$ cat src/rtl/uart_rx_pkg.sv
// Shared constants and helpers for the 8N1 UART receive path.
// The transmitter uses the same baud/width defaults and state encodings.
package uart_rx_pkg;

  localparam int UART_CLKS_PER_BIT = 868;
  localparam int UART_DATA_BITS    = 8;

  typedef enum logic [1:0] {
    ST_IDLE  = 2'd0,
    ST_START = 2'd1,
    ST_DATA  = 2'd2,
    ST_STOP  = 2'd3
  } rx_state_e;

  function automatic logic maj3(input logic a, input logic b, input logic c);
    return (a & b) | (a & c) | (b & c);
  endfunction

endpackage

$ cat src/rtl/uart_rx_sync.sv
// Two-flop synchronizer for the asynchronous rxd line; resets to the idle (high) level.
module uart_rx_sync (
  input  logic clk,
  input  logic rst,
  input  logic d,
  output logic q
);

  (* dont_touch = "true" *) logic meta_q;
  (* dont_touch = "true" *) logic sync_q;

  always_ff @(posedge clk or posedge rst) begin
    if (rst) begin
      meta_q <= 1'b1;
      sync_q <= 1'b1;
    end else begin
      meta_q <= d;
      sync_q <= meta_q;
    end
  end

  assign q = sync_q;

endmodule

$ cat src/rtl/uart_rx.sv
// 8N1 UART receiver: oversampled start/data/stop FSM with 2-of-3 majority per bit,
// a valid/ready holding register and sticky framing/overrun flags.
//
// Handshake: rx_data is stable while rx_valid=1; a byte is consumed on any cycle
// with rx_valid & rx_ready, and rx_valid only drops on the edge after that cycle.
module uart_rx
  import uart_rx_pkg::*;
#(
  parameter int CLKS_PER_BIT = UART_CLKS_PER_BIT,
  parameter int DATA_BITS    = UART_DATA_BITS
) (
  input  logic                 clk,
  input  logic                 reset,
  input  logic                 rxd,
  output logic [DATA_BITS-1:0] rx_data,
  output logic                 rx_valid,
  input  logic                 rx_ready,
  output logic                 frame_err,
  output logic                 overrun,
  input  logic                 clear_err,
  output logic                 busy,
  output logic [1:0]           state_dbg
);

  localparam int CW   = $clog2(CLKS_PER_BIT);
  localparam int BW   = $clog2(DATA_BITS + 1);
  localparam int HALF = CLKS_PER_BIT / 2;

  localparam logic [CW-1:0] HALF_M1 = CW'(HALF - 1);
  localparam logic [CW-1:0] SMP0    = CW'(CLKS_PER_BIT - 3);
  localparam logic [CW-1:0] SMP1    = CW'(CLKS_PER_BIT - 2);
  localparam logic [CW-1:0] LAST    = CW'(CLKS_PER_BIT - 1);
  localparam logic [BW-1:0] LAST_BIT = BW'(DATA_BITS - 1);

  logic rxd_s;

  uart_rx_sync u_sync (
    .clk (clk),
    .rst (reset),
    .d   (rxd),
    .q   (rxd_s)
  );

  rx_state_e            state_q, state_d;
  logic [CW-1:0]        baud_q, baud_d;
  logic [BW-1:0]        bit_idx_q, bit_idx_d;
  logic [DATA_BITS-1:0] shift_q, shift_d;
  logic [1:0]           smp_q, smp_d;
  logic                 rxd_prev_q, rxd_prev_d;
  logic [DATA_BITS-1:0] rx_data_q, rx_data_d;
  logic                 rx_valid_q, rx_valid_d;
  logic                 frame_err_q, frame_err_d;
  logic                 overrun_q, overrun_d;
  logic                 busy_q, busy_d;

  logic bit_v;
  logic frame_done;
  logic frame_good;
  logic accept;

  always_comb begin
    state_d     = state_q;
    baud_d      = baud_q;
    bit_idx_d   = bit_idx_q;
    shift_d     = shift_q;
    smp_d       = smp_q;
    rxd_prev_d  = rxd_s;
    rx_data_d   = rx_data_q;
    rx_valid_d  = rx_valid_q;
    frame_err_d = frame_err_q;
    overrun_d   = overrun_q;
    frame_done  = 1'b0;
    frame_good  = 1'b0;
    bit_v       = maj3(smp_q[0], smp_q[1], rxd_s);
    accept      = rx_valid_q & rx_ready;

    case (state_q)
      ST_IDLE: begin
        // Only a real 1->0 transition arms the receiver, never a held-low line.
        if (rxd_prev_q && !rxd_s) begin
          state_d = ST_START;
          baud_d  = '0;
        end
      end
      ST_START: begin
        if (baud_q == HALF_M1) begin
          baud_d    = '0;
          bit_idx_d = '0;
          state_d   = rxd_s ? ST_IDLE : ST_DATA;
        end else begin
          baud_d = baud_q + CW'(1);
        end
      end
      ST_DATA, ST_STOP: begin
        if (baud_q == SMP0) smp_d[0] = rxd_s;
        if (baud_q == SMP1) smp_d[1] = rxd_s;
        if (baud_q == LAST) begin
          baud_d = '0;
          if (state_q == ST_DATA) begin
            shift_d   = {bit_v, shift_q[DATA_BITS-1:1]};
            bit_idx_d = bit_idx_q + BW'(1);
            if (bit_idx_q == LAST_BIT) state_d = ST_STOP;
          end else begin
            state_d    = ST_IDLE;
            frame_done = 1'b1;
            frame_good = bit_v;
          end
        end else begin
          baud_d = baud_q + CW'(1);
        end
      end
      default: state_d = ST_IDLE;
    endcase

    // Clear first so an error arriving with clear_err still leaves its flag set.
    if (clear_err) begin
      frame_err_d = 1'b0;
      overrun_d   = 1'b0;
    end

    if (frame_done && !frame_good) begin
      frame_err_d = 1'b1;
      if (accept) rx_valid_d = 1'b0;
    end else if (frame_done) begin
      if (!rx_valid_q || accept) begin
        rx_data_d  = shift_q;
        rx_valid_d = 1'b1;
      end else begin
        overrun_d = 1'b1;
      end
    end else if (accept) begin
      rx_valid_d = 1'b0;
    end

    busy_d = (state_d != ST_IDLE);
  end

  always_ff @(posedge clk or posedge reset) begin
    if (reset) begin
      state_q     <= ST_IDLE;
      baud_q      <= '0;
      bit_idx_q   <= '0;
      shift_q     <= '0;
      smp_q       <= '0;
      rxd_prev_q  <= 1'b1;
      rx_data_q   <= '0;
      rx_valid_q  <= 1'b0;
      frame_err_q <= 1'b0;
      overrun_q   <= 1'b0;
      busy_q      <= 1'b0;
    end else begin
      state_q     <= state_d;
      baud_q      <= baud_d;
      bit_idx_q   <= bit_idx_d;
      shift_q     <= shift_d;
      smp_q       <= smp_d;
      rxd_prev_q  <= rxd_prev_d;
      rx_data_q   <= rx_data_d;
      rx_valid_q  <= rx_valid_d;
      frame_err_q <= frame_err_d;
      overrun_q   <= overrun_d;
      busy_q      <= busy_d;
    end
  end

  assign rx_data   = rx_data_q;
  assign rx_valid  = rx_valid_q;
  assign frame_err = frame_err_q;
  assign overrun   = overrun_q;
  assign busy      = busy_q;
  assign state_dbg = state_q;

endmodule

$ cat config.mk
export PLATFORM = sky130hd
export DESIGN_NAME = uart_rx
export DESIGN_NICKNAME = d
export VERILOG_FILES = /design/src/rtl/uart_rx_pkg.sv /design/src/rtl/uart_rx_sync.sv /design/src/rtl/uart_rx.sv
export SDC_FILE = /design/constraint.sdc
export NUM_CORES = 1
export LEC_CHECK = 0
export BUFFER_PORTS_ARGS = -buffer_cell sky130_fd_sc_hd__clkbuf_2
export CAP_MARGIN = 0
export CELL_PAD_IN_SITES_DETAIL_PLACEMENT = 1
export CELL_PAD_IN_SITES_GLOBAL_PLACEMENT = 2
export CORE_ASPECT_RATIO = 0.5
export CORE_MARGIN = 5
export CORE_UTILIZATION = 39
export CTS_CLUSTER_SIZE = 14
export DETAILED_ROUTE_END_ITERATION = 16
export GPL_ROUTABILITY_DRIVEN = 0
export PLACE_DENSITY_LB_ADDON = 0.2
export SYNTH_ARGS = -nofsm -noshare
export SYNTH_HDL_FRONTEND = slang
export SYNTH_SLANG_ARGS = --single-unit
$ cat constraint.sdc
create_clock -name clk -period 2.7 [get_ports clk]
set_clock_uncertainty 0.15 [all_clocks]
set_input_delay 0.135 -clock clk [delete_from_list [all_inputs] [get_ports clk]]
set_output_delay 0.135 -clock clk [all_outputs]
set_load 0.005 [all_outputs]
# == After elaboration in Yosys (flattened, before gate mapping) ==
# Index checks and enable logic that the tools add are counted.
# classes
n_addsub,2
n_eq_ne,13
n_mux,31
bitwise_logic,7
n_reduce_logical,16
# op_table
operator,n
"10-bit equality test, second input constant",3
10-bit 2-to-1 mux,3
10-bit case mux with 3 select lines,1
1-bit 2-to-1 mux,16
2-bit 2-to-1 mux,6
4-bit 2-to-1 mux,3
"10-bit by 1-bit adder with 10-bit output, second input constant",1
"10-bit by 9-bit equality test with 1-bit output, second input constant",1
"2-bit != test, second input constant",4
4-bit case mux with 2 select lines,1
2-bit case mux with 3 select lines,1
3-bit AND reduction,2
2-bit nonzero test,3
"4-bit by 1-bit adder with 4-bit output, second input constant",1
1-bit bitwise AND,4
"2-bit equality test, second input constant",2
"4-bit by 3-bit equality test with 1-bit output, second input constant",1
2-bit AND reduction,2
4-bit AND reduction,1
1-bit logical NOT,3
"3-bit by 1-bit != test with 1-bit output, second input constant",1
"2-bit by 1-bit equality test with 1-bit output, second input constant",1
1-bit logical AND,2
2-bit logical NOT,1
4 further kinds,5
# totals
reg_bits,41
inputBits,5
output_inout_bits,14
elab_cells,83

# == Logic depth before layout (Yosys ltp) ==
# Gate-level depths: netlist of run 1.
# depth
ltp_word,10
depth_mapped,7
depth_no_buf,6

# == Cells and area by module ==
# From an unflattened synthesis of run 1, not the netlist that was laid out.
# hier_totals
cells_unflattened,178
area_unflattened_um2,1994.4
# by_module_without_submodules
mod,n_inst,cells_per_inst,area_per_inst_um2
uart_rx,1,175,1938.1
uart_rx_sync,1,3,56.3

# == Least setup slack after synthesis of run 1 ==
# OpenSTA, ideal clock, no wires.
# synth_path
path_kind,reg2reg
startpoint,register baud_q[0]
endpoint,register rx_data_q[0] (netlist: rx_data[0])
setup_time_ns,0.125
t_arrival_ns,1.805
required_ns,2.425
slack_ns,0.620
stages_incl_launch_ff,8
n_path_buf,2
synth_period_minus_slack_ns,2.080
path_cell_list,dfrtp_1 > ha_1 > nor3b_4 > and3_1 > buf_6 > and4_4 > buf_12 > mux2_4
# synth_via
elab_chain_len,7
# synth_rtl
item,line_no,rtl
from (decl),uart_rx.sv:45,"logic [CW-1:0] baud_q, baud_d;"
from (signal assigned),uart_rx.sv:153,baud_q <= baud_d;
10-bit equality test (*),uart_rx.sv:97,if (baud_q == LAST) begin
1-bit 2-to-1 mux,uart_rx.sv:97,
1-bit 2-to-1 mux,uart_rx.sv:77,case (state_q)
1-bit logical NOT,uart_rx.sv:121,if (frame_done && !frame_good) begin
1-bit logical AND,uart_rx.sv:121,
1-bit NOT (no source line),--,
3-bit AND reduction (no source line) (*),--,
to (signal assigned),uart_rx.sv:158,rx_data_q <= rx_data_d;
to (decl),uart_rx.sv:50,"logic [DATA_BITS-1:0] rx_data_q, rx_data_d;"
# Every way passes the cells marked *; elsewhere a longest branch is shown, timed or not.
# A chain may end at the register's enable or synchronous reset.

# == Final worst setup path of run 1 ==
# layout_path
startpoint,register baud_q[0]
endpoint,register rx_data_q[7] (netlist: rx_data[7])
# Same word-level chain as after synthesis.

==> results of run 1 <==
==> stage by stage <==
stage	instances	setup slack [ns]	cell area [um^2]	utilization (%)
floorplan	188	0.620	2140	-
global placement	278	0.375	2310	42.8
detailed placement	278	0.276	2310	42.8
CTS	290	0.270	2440	45.3
global route	290	0.111	2440	45.3
finish	290	0.280	2440	45.3
==> critical path, stage by stage (launching register included) <==
cell and delay (ns):
dfrtp_1 0.47, ha_1 0.25, nor3b_4 0.27, and3_1 0.43, and4_4 0.41, mux2_4 0.32
==> cells by family (layout without fill, tap and decap cells) <==
family,Yosys count,in the layout,share of synthesized area (%)
AOI/OAI and AO/OA,37,37,12.3
xor gates and xnor gates,4,4,1.63
adders and majority gates,10,10,5.72
buffers and inverters,20,49,4.84
DFF,41,41,48.0
muxes,20,20,11.8
and+or+nand+nor,56,56,15.7
==> final cells by class <==
class                           count  area (um^2)  area share, %
Multi-Input combinational cell    127         1010           41.4
Clock inverter                      2         13.8          0.563
Tap cell                           73         91.3           3.74
Clock buffer                        6         82.6           3.38
Sequential cell                    41         1030           42.1
Inverter                           15         56.3           2.30
Timing Repair Buffer               26          160           6.55
==> flip-flops by register name, indices dropped and copies added, names as in the netlist <==
| register | count |
|---|---|
| baud_q | 10 |
| bit_idx_q | 4 |
| busy | 1 |
| frame_err | 1 |
| overrun | 1 |
| rx_data | 8 |
| rx_valid | 1 |
| rxd_prev_q | 1 |
| shift_q | 8 |
| smp_q | 2 |
| state_dbg | 2 |
| u_sync.meta_q | 1 |
| u_sync.q | 1 |
==> worst max-delay path by stage <==
stage | startpoint | endpoint | slack [ns] | depth (start not counted)
after floorplan | baud_q[0]$_DFFE_PP0P_ | rx_data[0]$_DFFE_PP0P_ | 0.62 | 7
after CTS | baud_q[0]$_DFFE_PP0P_ | rx_data[7]$_DFFE_PP0P_ | 0.27 | 5
after global routing | baud_q[0]$_DFFE_PP0P_ | rx_data[6]$_DFFE_PP0P_ | 0.11 | 5
final | baud_q[0]$_DFFE_PP0P_ | rx_data[7]$_DFFE_PP0P_ | 0.28 | 5
after detailed placement | baud_q[0]$_DFFE_PP0P_ | rx_data[0]$_DFFE_PP0P_ | 0.28 | 5
after global placement | baud_q[0]$_DFFE_PP0P_ | rx_data[0]$_DFFE_PP0P_ | 0.37 | 5
==> cell usage after synthesis, drive strengths merged (2+ instances only) <==
cell,instances,area (um^2)
dfrtp,38,951
mux2,19,244
nand2,16,62.6
inv,15,56.3
ha,9,113
nor2,9,33.8
o22ai,8,50.1
o21ai,7,35.0
a31oi,5,31.3
buf,5,47.5
nand3,4,20.0
a41oi,3,26.3
and2,3,18.8
and3,3,18.8
dfstp,3,78.8
nand2b,3,18.8
nand4,3,18.8
nor3,3,15.0
and4,2,20.0
and4bb,2,28.8
nor2b,2,12.5
nor3b,2,31.3
o221ai,2,17.5
o31a,2,17.5
xnor2,2,17.5
xor2,2,17.5
==> per-layer routing <==
metal | vias to the layer above | track usage, % | wire, um
li1 | 737 | - | -
met1 | 745 | 17.2 | 2160
met2 | 18 | 23.1 | 2120
met3 | 7 | 3.97 | 168
met4 | 0 | 4.39 | 58
met5 | - | 0 | 0
==> power groups by stage <==
stage | clock (uW) | combinational (uW) | sequential (uW)
floorplan | 0 | 196 | 687
detailed placement | 0 | 287 | 699
CTS | 447 | 295 | 686
finish | 435 | 287 | 686
global route | 475 | 330 | 692
global placement | 0 | 286 | 694
==> what timing repair did <==
item,CTS,global route
endpoints found under the hold margin,42,0
endpoints found under the setup margin,0,0
setup buffers,0,0
hold buffers,4,0
==> results.yml, run 1 <==
power:
  switchingPower_uw: 443
  p_clk_share_pct: 30.9
  finalPower_uw: 1410
  p_leak_uw: 0.00116
  ir_worst_vdd_uv: 243
  p_int_uw: 965
  powerDensity_mw_per_mm2: 576
  p_sw_share_pct: 31.4
  combPwrFrac_pct: 20.4
  seqPwrFrac_pct: 48.7
die:
  die_y_um: 62.4
  core_mm2: 0.00540
  die_area_mm2: 0.00717
  initial_utilization_pct: 39.7
  ios: 19
  die_x_um: 115
  rows: 19
cells_and_area:
  layout_commonest_cell: "dfrtp_1"
  fill_cells: 602
  num_antenna_cells: 0
  syn_to_final_growth_pct: 14.0
  layout-drive-gt1-share_pct: 28.1
  mostFrequentLayoutCells: "38 x dfrtp_1, 18 x clkbuf_2, 15 x inv_1, 15 x nand2_1, 11 x mux2_2"
  fin_nets: 230
sta:
  clock.fmax_ghz: 0.413
  hold_violations: 0
  grt_setup_unrepaired: "no"
  slew_headroom_pct: 64.3
  tns_ns: 0
  post-route-min-period_ns: 2.42
  worst_slew_pin_slew_ns: 0.535
  whs_ns: 0.208
  final-setup-viol-count: 0
  final.period_utilization_pct: 89.6
  drv_slew: 0
setup_path:
  r2r_cells: 5
  start_kind: "flip-flop"
  cp.arrival_ns: 2.46
  path_class: "reg2reg"
  timing.rr.start: "baud_q[0]$_DFFE_PP0P_"
  cp-end-kind: "flip-flop"
  r2r-end: "rx_data[7]$_DFFE_PP0P_"
  ff2ff_setup_slack_ns: 0.28
  crit_fanout: 9
  cp.required_ns: 2.74
synth:
  synth_ff_type: "dfrtp_1"
  synth_seq_cells: 41
  yosysSeqAreaShare_pct: 48.0
  yosys_warnings: 0
  synth_edf_count: 0
  syn-instance-count: 188
  async_reset_ff_share_pct: 100
  synth.net_count: 202
  syn_area_mm2: 0.00214
  synth_cell_types: 51
  syn-mean-instance-area_um2: 11.4
clock_tree:
  cts_resized: 0
  numClockSinks: 41
  clk_path_buf_depth: 2
  htreeDepth: 2
  clk_latency_ns: 0.30
  numCtsBuffers: 5
  path_clk_slew_ns: 0.08
  root_buffer: "clkbuf_8"
  cts_tree: "yes"
detailed_routing:
  routedWlPerCell_um: 15.5
  postRouteAntennaNets: 0
  dr.first_iter.drc_count: 84
  drc: 0
  dr_total_vias: 1507
  vias_per_cell: 5.20
  routed_wl_um: 4510
  firstDrtPassIters: 4
flow_run:
  maxCapViolations: 0
outcome:
  outcome: "finished, final reports clean"
grt:
  grt_usage_pct: 13.8
  antenna_found_initial: 0
  grt_pass1_wl_um: 7940
  first_global_vias: 1676
  grt_max_degree: 42
  grt.overflow.total: 0
hold_path:
  whs_endpoint: "u_sync.q$_DFF_PP1_"
  min_path_type: "reg2reg"
  min_from: "u_sync.meta_q$_DFF_PP1_"
  hold_path_depth: 0
placed_design:
  place_hpwl_um: 3260
  io_buffers: 18
No activity file was read; power rests on OpenSTA's default activity.
==> run 2, diff against run 1 <==
--- a/config.mk
+++ b/config.mk
@@ -15,7 +15,7 @@
 export CTS_CLUSTER_SIZE = 14
 export DETAILED_ROUTE_END_ITERATION = 16
 export GPL_ROUTABILITY_DRIVEN = 0
-export PLACE_DENSITY_LB_ADDON = 0.2
+export PLACE_DENSITY_LB_ADDON = 0.05
 export SYNTH_ARGS = -nofsm -noshare
 export SYNTH_HDL_FRONTEND = slang
 export SYNTH_SLANG_ARGS = --single-unit
==> run 2 against run 1 <==
  * Via count grew 0.46%
  * Sequential share of layout area down 0.13 points
  * Critical path depth is 1 higher
  * Worst hold slack worse by 0.0018 ns
  * Global-route usage shrank 0.16 points
  * Die area did not move
  * First-iteration DRC count down 9.5%
  * Sequential power about the same
  * Largest power group unchanged
==> results.yml, run 2 (synthesis results as in run 1) <==
cells_and_area:
  num_antenna_cells: 0
  syn_to_final_growth_pct: 14.4
  fin_nets: 230
  mostFrequentLayoutCells: "38 x dfrtp_1, 18 x clkbuf_2, 15 x inv_1, 15 x nand2_1, 11 x mux2_2"
  layout_commonest_cell: "dfrtp_1"
  layout-drive-gt1-share_pct: 27.8
  largest_reg_flops: 10
  fin_cells: 289
  largest-register: "baud_q"
  fill_cells: 609
sta:
  hold_violations: 0
  slew_headroom_pct: 65.5
  clock.fmax_ghz: 0.452
  grt_setup_unrepaired: "no"
  final.period_utilization_pct: 82.0
  worst_slew_pin_slew_ns: 0.518
  whs_ns: 0.206
  drv_slew: 0
  tns_ns: 0
  post-route-min-period_ns: 2.21
  final-setup-viol-count: 0
clock_tree:
  cts_resized: 0
  numCtsBuffers: 5
  clk_path_buf_depth: 2
  cts_tree: "yes"
  numClockSinks: 41
  root_buffer: "clkbuf_8"
  htreeDepth: 2
  clk_latency_ns: 0.29
  path_clk_slew_ns: 0.08
die:
  core_mm2: 0.00540
  die_x_um: 115
  die_y_um: 62.4
  initial_utilization_pct: 39.7
  ios: 19
  die_area_mm2: 0.00717
  rows: 19
setup_path:
  cp.required_ns: 2.72
  path_class: "reg2reg"
  crit_path_top_delay_cell: "dfrtp_1"
  crit_buf_inv: 1
  timing.rr.start: "state_dbg[0]$_DFF_PP0_"
  crit_family: "simple AND/OR/NAND/NOR gates"
  start_kind: "flip-flop"
  crit_chain: "inv_1 -> ha_1 -> nor2_1 -> and3b_1 -> nand3_1 -> mux2_2"
  cp.arrival_ns: 2.24
  cp-end-kind: "flip-flop"
  slowest_delay_ns: 0.45
  startpoint: "state_dbg[0]$_DFF_PP0_"
  crit_fanout: 6
detailed_routing:
  vias_per_cell: 5.24
  routed_wl_um: 4430
  dr.first_iter.drc_count: 76
  postRouteAntennaNets: 0
  drc: 0
  dr_total_vias: 1514
  routedWlPerCell_um: 15.3
  firstDrtPassIters: 4
grt:
  antenna_found_initial: 0
  first_global_vias: 1639
  grt.overflow.total: 0
  grt_pass1_wl_um: 7850
  grt_usage_pct: 13.6
  grt_max_degree: 42
flow_run:
  maxCapViolations: 0
placed_design:
  place_inst: 278
  io_buffers: 18
  place_hpwl_um: 3310
outcome:
  outcome: "finished, final reports clean"
power:
  powerDensity_mw_per_mm2: 589
  ir_worst_vdd_uv: 293
  p_leak_uw: 0.00116
hold_path:
  min_path_type: "reg2reg"
  min_from: "u_sync.meta_q$_DFF_PP1_"
run 2: cell count changes in the layout (fill, tap and decap cells not counted), sizes merged:
cell	delta
bufinv	+1
clkbuf	-1
clkinv	-1
run 2: layout make-up:
type	count	area [um^2]	share of cell area, %
timing repair buffer	26	160	6.53
inverter	15	56.3	2.30
clock inverter	2	35.0	1.43
sequential	41	1030	42.0
clock buffer	5	68.8	2.81
tap	73	91.3	3.72
multi-input combinational	127	1010	41.2
run 2: power by group:
part | switching [uW] | total, uW | internal (uW)
sequential | 41.6 | 686 | 644
clock | 210 | 479 | 269
combinational | 174 | 280 | 106
total | 426 | 1440 | 1020
run 2: worst paths after layout:
| check | depth (start not counted) | endpoint | slack, ns |
|---|---|---|---|
| hold / removal | 0 | u_sync.q$_DFF_PP1_ | 0.21 |
| min in group asynchronous | 4 | rx_data[7]$_DFFE_PP0P_ | 0.35 |
| setup / recovery | 6 | smp_q[1]$_DFFE_PP0P_ | 0.49 |
| hold reg to reg | 0 | u_sync.q$_DFF_PP1_ | 0.21 |
| max in group asynchronous | 4 | u_sync.meta_q$_DFF_PP1_ | 1.67 |
| setup reg to reg | 6 | smp_q[1]$_DFFE_PP0P_ | 0.49 |
run 2: repair_timing:
action | 4_1_cts | 5_1_grt
hold endpoints to repair | 42 | 0
hold buffers | 4 | 0
setup buffers | 0 | 0
run 2: worst reg2reg max path, delay by kind of cell (launching register included):
family | cells | cell delay [ns]
buf+inv | 1 | 0.13
flops | 1 | 0.45
fa+ha+maj | 1 | 0.29
simple gates | 3 | 0.75
mux | 1 | 0.33
run 2: per-layer routing:
metal / wire length (um) / vias up / track usage [%]
met2: 2010 / 17 / 21.4
met1: 2240 / 756 / 18.4
met3: 145 / 5 / 3.77
li1: - / 736 / -
met5: 0 / - / 0
met4: 40 / 0 / 3.95
run 2: per-stage QoR:
stage	cell area (um^2)	power (uW)	util [%]	worst slack (ns)
floorplan	2140	883	-	0.620
global placement	2310	975	42.8	0.482
detailed placement	2310	980	42.8	0.503
CTS	2450	1480	45.4	0.476
global route	2450	1550	45.4	0.332
finish	2450	1440	45.4	0.486
